File: src/rtl/instr_fetch_unit_pkg.sv
// Shared constants and state encoding for the instruction fetch unit.
// The T0/T3 phase constants are also used by the program counter.
package instr_fetch_unit_pkg;

  localparam int ADDR_W  = 5;
  localparam int DEPTH   = 1 << ADDR_W;
  localparam int INSTR_W = 8;
  localparam int CNT_W   = ADDR_W + 1;

  localparam logic [3:0]         HLT_OPC   = 4'hF;
  localparam logic [INSTR_W-1:0] NOP       = 8'h00;
  localparam logic [1:0]         T0        = 2'b00;
  localparam logic [1:0]         T3        = 2'b11;
  localparam logic [ADDR_W-1:0]  LAST_ADDR = ADDR_W'(DEPTH - 1);

  typedef enum logic [1:0] {
    IDLE = 2'd0,
    LOAD = 2'd1,
    RUN  = 2'd2,
    HALT = 2'd3
  } state_t;

endpackage

File: src/rtl/instr_fetch_unit_if.sv
// Program-load byte stream: the loader is the master, the fetch unit the slave.
interface instr_fetch_unit_if;
  import instr_fetch_unit_pkg::*;

  logic               prog_en;
  logic               prog_valid;
  logic [INSTR_W-1:0] prog_data;
  logic               prog_ready;
  logic               prog_done;

  modport master (output prog_en, prog_valid, prog_data, input prog_ready, prog_done);
  modport slave  (input prog_en, prog_valid, prog_data, output prog_ready, prog_done);

endinterface

File: src/rtl/instr_fetch_unit_prog_mem.sv
// 32 x 8 program store: async clear to NOP, one sync write port, one comb read port.
module prog_mem
  import instr_fetch_unit_pkg::*;
(
  input  logic               clk,
  input  logic               reset,
  input  logic               we,
  input  logic [ADDR_W-1:0]  waddr,
  input  logic [INSTR_W-1:0] wdata,
  input  logic [ADDR_W-1:0]  raddr,
  output logic [INSTR_W-1:0] rdata
);

  logic [INSTR_W-1:0] mem [DEPTH];

  always_ff @(posedge clk or posedge reset) begin
    if (reset) begin
      for (int i = 0; i < DEPTH; i++) mem[i] <= NOP;
    end else if (we) begin
      mem[waddr] <= wdata;
    end
  end

  assign rdata = mem[raddr];

endmodule

File: src/rtl/instr_fetch_unit.sv
// Program store plus instruction register: loads the program, fetches at T0,
// and parks in HALT on an HLT opcode or after executing the word at address 31.
module instr_fetch_unit
  import instr_fetch_unit_pkg::*;
(
  input  logic                     clk,
  input  logic                     reset,
  input  logic [1:0]               timing_signal,
  input  logic [ADDR_W-1:0]        pc_in,
  input  logic                     run_en,
  instr_fetch_unit_if.slave        prog,
  output logic [3:0]               ir_opcode,
  output logic [3:0]               ir_operand,
  output logic                     ir_valid,
  output logic                     halted
);

  state_t             state, next_state;
  logic [INSTR_W-1:0] ir, next_ir;
  logic               next_ir_valid, next_halted;
  logic               done, next_done;
  logic               last_flag, next_last;
  logic [CNT_W-1:0]   wr_cnt, next_cnt;
  logic               ready, accept, load_full;
  logic [INSTR_W-1:0] fetch_word;

  prog_mem u_prog_mem (
    .clk   (clk),
    .reset (reset),
    .we    (accept),
    .waddr (wr_cnt[ADDR_W-1:0]),
    .wdata (prog.prog_data),
    .raddr (pc_in),
    .rdata (fetch_word)
  );

  assign load_full       = (wr_cnt == CNT_W'(DEPTH));
  assign ready           = (state == LOAD) && !load_full;
  assign accept          = prog.prog_valid && ready;
  assign prog.prog_ready = ready;
  assign prog.prog_done  = done;
  assign ir_opcode       = ir[INSTR_W-1 -: 4];
  assign ir_operand      = ir[3:0];

  always_ff @(posedge clk or posedge reset) begin
    if (reset) begin
      state     <= IDLE;
      ir        <= NOP;
      ir_valid  <= 1'b0;
      halted    <= 1'b0;
      done      <= 1'b0;
      last_flag <= 1'b0;
      wr_cnt    <= '0;
    end else begin
      state     <= next_state;
      ir        <= next_ir;
      ir_valid  <= next_ir_valid;
      halted    <= next_halted;
      done      <= next_done;
      last_flag <= next_last;
      wr_cnt    <= next_cnt;
    end
  end

  always_comb begin
    next_state    = state;
    next_ir       = ir;
    next_ir_valid = ir_valid;
    next_halted   = halted;
    next_done     = 1'b0;
    next_last     = last_flag;
    next_cnt      = wr_cnt;
    case (state)
      IDLE: begin
        if (prog.prog_en) begin
          next_state = LOAD;
          next_cnt   = '0;
        end else if (run_en) begin
          next_state = RUN;
        end
      end
      LOAD: begin
        if (accept) next_cnt = wr_cnt + CNT_W'(1);
        // A byte accepted on the same edge prog_en falls is still written above.
        if (!prog.prog_en || load_full) begin
          next_state = IDLE;
          next_done  = 1'b1;
        end
      end
      RUN: begin
        if (timing_signal == T0) begin
          next_ir = fetch_word;
          if (fetch_word[INSTR_W-1 -: 4] == HLT_OPC) begin
            next_state    = HALT;
            next_ir_valid = 1'b0;
            next_halted   = 1'b1;
          end else begin
            next_ir_valid = 1'b1;
            if (pc_in == LAST_ADDR) next_last = 1'b1;
          end
        end else if (timing_signal == T3 && last_flag) begin
          // The last word has finished its T1..T3 execution window.
          next_state    = HALT;
          next_ir_valid = 1'b0;
          next_halted   = 1'b1;
        end
      end
      HALT: begin
        if (prog.prog_en) begin
          next_state  = LOAD;
          next_halted = 1'b0;
          next_last   = 1'b0;
          next_cnt    = '0;
        end
      end
      default: next_state = IDLE;
    endcase
  end

endmodule

File: src/flat_wrapper.sv
// flat-port wrapper written by rule: the top's interface ports become plain ports
module instr_fetch_unit_flat import instr_fetch_unit_pkg::*;
  (clk, reset, timing_signal, pc_in, run_en, ir_opcode, ir_operand, ir_valid, halted, prog_prog_en, prog_prog_valid, prog_prog_data, prog_prog_ready, prog_prog_done);
  instr_fetch_unit_if prog_i ();
  input  logic clk;
  input  logic reset;
  input  logic [1:0] timing_signal;
  input  logic [ADDR_W-1:0] pc_in;
  input  logic run_en;
  output logic [3:0] ir_opcode;
  output logic [3:0] ir_operand;
  output logic ir_valid;
  output logic halted;
  input wire logic [$bits(prog_i.prog_en)-1:0] prog_prog_en;
  input wire logic [$bits(prog_i.prog_valid)-1:0] prog_prog_valid;
  input wire logic [$bits(prog_i.prog_data)-1:0] prog_prog_data;
  output wire logic [$bits(prog_i.prog_ready)-1:0] prog_prog_ready;
  output wire logic [$bits(prog_i.prog_done)-1:0] prog_prog_done;
  assign prog_i.prog_en = prog_prog_en;
  assign prog_i.prog_valid = prog_prog_valid;
  assign prog_i.prog_data = prog_prog_data;
  assign prog_prog_ready = prog_i.prog_ready;
  assign prog_prog_done = prog_i.prog_done;
  instr_fetch_unit u_core (.clk(clk), .reset(reset), .timing_signal(timing_signal), .pc_in(pc_in), .run_en(run_en), .prog(prog_i), .ir_opcode(ir_opcode), .ir_operand(ir_operand), .ir_valid(ir_valid), .halted(halted));
endmodule
File: config.mk
export PLATFORM = sky130hd
export DESIGN_NAME = instr_fetch_unit_flat
export DESIGN_NICKNAME = d
export VERILOG_FILES = /design/src/rtl/instr_fetch_unit_pkg.sv /design/src/rtl/instr_fetch_unit_if.sv /design/src/rtl/instr_fetch_unit_prog_mem.sv /design/src/rtl/instr_fetch_unit.sv /design/src/flat_wrapper.sv
export SDC_FILE = /design/constraint.sdc
export NUM_CORES = 1
export LEC_CHECK = 0
export ABC_AREA = 1
export ABC_CLOCK_PERIOD_IN_PS = 9440
export CORE_MARGIN = 2
export CORE_UTILIZATION = 40
export DETAILED_ROUTE_END_ITERATION = 12
export HOLD_SLACK_MARGIN = 0.15
export SLEW_MARGIN = 20
export SYNTH_ARGS = -nofsm -noshare
export SYNTH_HDL_FRONTEND = slang
export SYNTH_HIERARCHICAL = 1
export SYNTH_SLANG_ARGS = --single-unit
File: constraint.sdc
create_clock -name clk -period 9.44 [get_ports clk]
set_input_delay 1.416 -clock clk [delete_from_list [all_inputs] [get_ports clk]]
set_output_delay 1.416 -clock clk [all_outputs]
set_load 0.01 [all_outputs]
; ---- Word-level counts from Yosys, hierarchy flattened
; Cells that the tools add are included.
[word_totals]
register_bits = 276
latchBits = 0
ramBits = 0
mem_bits_ro = 0
inputBits = 20
output_inout_bits = 12
word_cells = 112
mem_count = 0
[op_classes]
addsub = 1
multipliers = 0
n_div = 0
n_lt_le_gt_ge = 3
eq_ne = 17
shift = 0
mux = 31
bitwise_logic = 2
n_reduce_logical = 19
[op_table]
columns = cell, n
row1 = 256-bit bitwise mux, 1
row2 = 8-bit binary-select mux with 5-bit select, 1
row3 = 8-bit demux with 5-bit select, 1
row4 = 8-bit 2-to-1 mux, 3
row5 = 2-bit 2-to-1 mux, 7
row6 = "6-bit >= comparator, second input constant", 2
row7 = 1-bit 2-to-1 mux, 12
row8 = 6-bit 2-to-1 mux, 2
row9 = 5-bit NOT with 6-bit output, 2
row10 = 6-bit one-hot mux with 2 select lines, 1
row11 = 5-bit AND reduction, 2
row12 = "2-bit by 1-bit != test with 1-bit output, second input constant", 4
row13 = 2-bit one-hot mux with 4 select lines, 1
row14 = "6-bit by 1-bit adder with 6-bit output, second input constant", 1
row15 = "2-bit equality test, second input constant", 3
row16 = "6-bit equality test, second input constant", 1
row17 = "6-bit by 1-bit < comparator with 1-bit output, second input constant", 1
row18 = "2-bit != test, second input constant", 3
row19 = "3-bit != test, second input constant", 2
row20 = 2-bit nonzero test, 3
row21 = "5-bit equality test, second input constant", 1
row22 = "4-bit equality test, second input constant", 1
row23 = 1-bit logical AND, 4
row24 = 2-bit logical NOT, 2
row25 = other kinds (9), 12

; ---- Longest topological paths before layout
[logic_depth]
depth_word = 8
mapped_depth = 19
ltp_nobuf = 17

; ---- Hierarchy
; Netlist, hierarchy kept.
[by_module_without_submodules]
columns = module, n_inst, cells_each, area_each_um2, seq_area_each_um2
row1 = prog_mem, 1, 1493, 11726.2, 6406.1
row2 = instr_fetch_unit, 1, 162, 1188.6, 500.5

; ---- Least setup slack after synthesis
; No wires, ideal clock.
[synth_timing]
path_type = input port to flip-flop
start = in pc_in[0]
end = reg u_core.halted
setup_time_ns = 0.123
arrival_ns = 3.015
required_time_ns = 9.317
setup_slack_ns = 6.302
path_stages = 18
path_buffers = 2
path_cell_list = inv_1 > clkbuf_1 > clkbuf_1 > nand2_1 > nand3_1 > nand3_1 > nand2_1 > nand2_1 > nand2_1 > nand2_1 > nand2_1 > nand2_1 > inv_1 > nand2_1 > nand2_1 > nand3_2 > o21ai_0 > nand2_1
[synth_via]
elab_chain_cells = 7
[synth_lines]
columns = element, line_no
row1 = start: declaration, flat_wrapper.sv:8  ; input logic [ADDR_W-1:0] pc_in;
row2 = 5-bit NOT with 6-bit output (implied by the code), instr_fetch_unit_prog_mem.sv:24  ; assign rdata = mem[raddr];
row3 = 8-bit binary-select mux with 5-bit select, instr_fetch_unit_prog_mem.sv:24
row4 = 8-bit 2-to-1 mux (implied by the code) (2 in a row), instr_fetch_unit_prog_mem.sv:24
row5 = net u_core.fetch_word[5], instr_fetch_unit.sv:25  ; logic [INSTR_W-1:0] fetch_word;
row6 = 4-bit equality test, instr_fetch_unit.sv:93  ; if (fetch_word[INSTR_W-1 -: 4] == HLT_OPC) begin
row7 = 3-bit != test (no line), --
row8 = 4-bit AND reduction (no line), --
row9 = end signal: assignment, instr_fetch_unit.sv:58  ; halted <= next_halted;
row10 = end: declaration, instr_fetch_unit.sv:15  ; output logic halted
; The timed path passes the listed nets, and every way through them passes these cells. The select of a mux whose other input is x is not followed.
; A chain may end at the register's enable or synchronous reset.

; ---- Worst setup path after layout
; Same ends and word-level chain as after synthesis.

==> summary.txt <==
post-synthesis sequential area ratio: 53.5%
final setup violation count: 0
total power draw: 3.07 mW
crit share post-route: 43.8%
grt total ovfl: 0
FMAX: 0.242 GHz
Diodes inserted: 0
H-tree depth: 1
worst min-delay path startpoint: u_core/ir[4]
CP peak stage delay: 780 ps
Pre-Repair DR Iteration Count: 5
Tightest Pin Transition: 1080 ps
largest net degree at the start of global routing: 107
Avg Vias per Cell: 5.28
status: complete, no violations
post-CTS sizing: 0
Core ar.: 31600 µm²
R2R Path End: u_core/u_prog_mem/mem[76]
maxcap violations: 0
vias in the first global route: 10.2k
R2R Path Start: u_core/wr_cnt[0]
Syn Inst Count: 1655
Setup Crit Path Kind: primary input to register
CP cell instances: buf_4 -> inv_4 -> buf_4 -> nand2_1 -> nand3_1 -> nand3_1 -> nand2_1 -> nand2_1 -> nand2_1 -> nand2_1 -> nand2_1 -> nand2_1 -> inv_1 -> nand2_1 -> nand2_1 -> nand3_2 -> o21ai_0 -> nand2_1
GPL Wtd Cong: 0.869
die area: 33700 µm²
unrepaired setup endpoints after global routing: false
DIE WIDTH: 184 µm
reg2reg path depth: 10
Hold Buf Count CTS: 0
Ys Warns: 6
Tmin final: 4130 ps
Avg Cell Area, Syn: 7.80 µm²
FP Rows: 65
gr usage total: 21.6%
CTS tree: yes
flop2flop setup slack: 5980 ps
most used cell along the critical path: nand2_1
clk slew on worst S/H paths: 60 ps
WL per Instance: 17.4 µm
CTS sink cnt: 276
first-pass GRT wire length: 57700 µm
Worst EP arrival: 4580 ps
Clock Path Buffers: 3
DP Worst Slack: 4830 ps
Initial Utilization: 40.8%
setup ws final: 5310 ps
root buf cell: clkbuf_16
Crit. End Element: register
flops & latches, synth: 276
fraction of layout cells with a size suffix above 1: 5.78%
Worst VDD drop: 0.135 mV
Netlist cell types: 27
CP required: 9890 ps
CP startpoint kind: primary input
Skew-Pair Late Insertion Delay: 560 ps
nets@finish: 1649
antenna violations before repair: 0
# DRC: 0
smallest hold slack: 472 ps
post-DP HPWL: 21500 µm
Net Count, Synth: 1681
Buffers on Ports: 31
mapped cell area: 12900 µm²
die extent in y: 184 µm
Routed Antenna Nets: 0
Layout area overhead: 11.5%
postcts setup bufs: 0
Iter 0 DRT Violations: 1139
Hold EP: u_core/ir[4]
leak pwr: 6.68 nW
drt total wl: 35700 µm
area of the multi-input gates: 5410 µm²
# fillers: 3133
Max-slew headroom: 27.4%
Hold Path Class: register to register
Setup Skew: 12.6 ps
final count of pins violating max slew: 0
slowest stage cell, crit path: buf_4
Hold Vio Cnt, Final: 0
clock buffer count from CTS: 31
Hold Crit Depth: 2
Vias: 10.8k
FF/Latch Area: 6910 µm²
CP Max Fanout: 80
Core Util, Final: 45.5%
setup_tns: 0 ps
# IOs: 32
pwr/cell area: 213 nW/µm²
[state kept, by name, indices dropped and copies added (netlist names)]
name,flops
u_core/ir_valid,1
u_core/wr_cnt,6
u_core/halted,1
u_core/prog.prog_done,1
u_core/ir,8
u_core/last_flag,1
u_core/state,2
u_core/u_prog_mem/mem,256
[Yosys cell counts]
| library cell | instances | area [µm²] |
|---|---|---|
| nor4_4 | 2 | 42.5 |
| buf_6 | 1 | 11.3 |
| nor3_2 | 7 | 70.1 |
| o21ai_0 | 224 | 1120 |
| nor3_4 | 1 | 16.3 |
| nor3_1 | 2 | 10.0 |
| ha_1 | 6 | 75.1 |
| o21ai_1 | 20 | 100 |
| a21oi_2 | 2 | 17.5 |
| dfrtp_1 | 276 | 6910 |
| inv_1 | 34 | 128 |
| nand2_2 | 3 | 18.8 |
| nand3_2 | 2 | 20.0 |
| clkbuf_1 | 86 | 323 |
| o21bai_1 | 3 | 22.5 |
| nand3_1 | 201 | 1010 |
| buf_4 | 2 | 15.0 |
| buf_2 | 12 | 60.1 |
| buf_1 | 8 | 30.0 |
| nor2_4 | 2 | 22.5 |
| nor2_1 | 29 | 109 |
| nand2_1 | 698 | 2620 |
| inv_2 | 8 | 30.0 |
| xor2_1 | 1 | 8.76 |
| nor2_2 | 3 | 18.8 |
| a21oi_1 | 21 | 105 |
| o21a_1 | 1 | 7.51 |
[logic make-up (layout without fill, tap and decap cells)]
family                     count (synthesis)  after routing  share of synthesized area [%]
DFF                                      276            276                           53.5
xor gates and xnor gates                   1              1                         0.0678
adders and majority gates                  6              6                          0.581
buffers and inverters                    151            141                           4.62
AOI/OAI and AO/OA                        271            271                           10.6
and+or+nand+nor                          950            950                           30.6
[worst max-delay path: cells and delay by family]
| family | cells | cell delay [ps] |
|---|---|---|
| AOI/OAI and AO/OA | 1 | 170 |
| buffers and inverters | 4 | 1630 |
| and+or+nand+nor | 13 | 1260 |
[cell type report]
type                            instances  share of cell area [%]
Tap cell                              402                    3.49
Clock inverter                          5                   0.347
Multi-Input combinational cell       1228                    37.6
Inverter                               42                    1.18
Sequential cell                       276                    48.0
Timing Repair Buffer                   44                    2.81
Clock buffer                           50                    6.65
[stage by stage]
step | cells | instance area, µm²
detailed placement | 1992 | 13400
global route | 2047 | 14400
CTS | 2047 | 14400
floorplan | 1655 | 12900
finish | 2047 | 14400
global placement | 1992 | 13400
[how the worst max path moves through the flow]
stage                  start                  endpoint  slack, ps  depth (start not counted)
floorplan              reset  u_core/u_prog_mem/mem[0]        980                          1
global placement    pc_in[2]             u_core/halted       4740                         16
detailed placement  pc_in[0]             u_core/halted       4830                         18
CTS                 pc_in[0]             u_core/halted       5390                         18
global route        pc_in[0]           u_core/state[0]       5050                         18
finish              pc_in[0]             u_core/halted       5310                         18
[layer usage]
| metal | global-route usage (%) | share of wire (%) | routed length (µm) |
|---|---|---|---|
| met1 | 32.5 | 49 | 17400 |
| met3 | 3.61 | 6.3 | 2240 |
| met4 | 3.68 | 1.1 | 383 |
| met2 | 33.1 | 44 | 15700 |
| met5 | 0 | 0 | 0 |
[cells in the final DEF, fill, tap and decap left out, types with 20 or more instances in the layout]
master / instances
nand3_1: 201
clkdlybuf4s50_1: 29
inv_1: 30
o21ai_0: 224
nor2_1: 29
nand2_1: 698
a21oi_1: 21
o21ai_1: 20
clkbuf_16: 31
dfrtp_1: 276
[power breakdown]
group | switching, mW | internal [mW] | total, mW
logic | 0.323 | 0.177 | 0.500
registers | 0.0788 | 1.30 | 1.38
clock network | 0.477 | 0.711 | 1.19
Note: power is estimated with default switching activity, not from simulation.
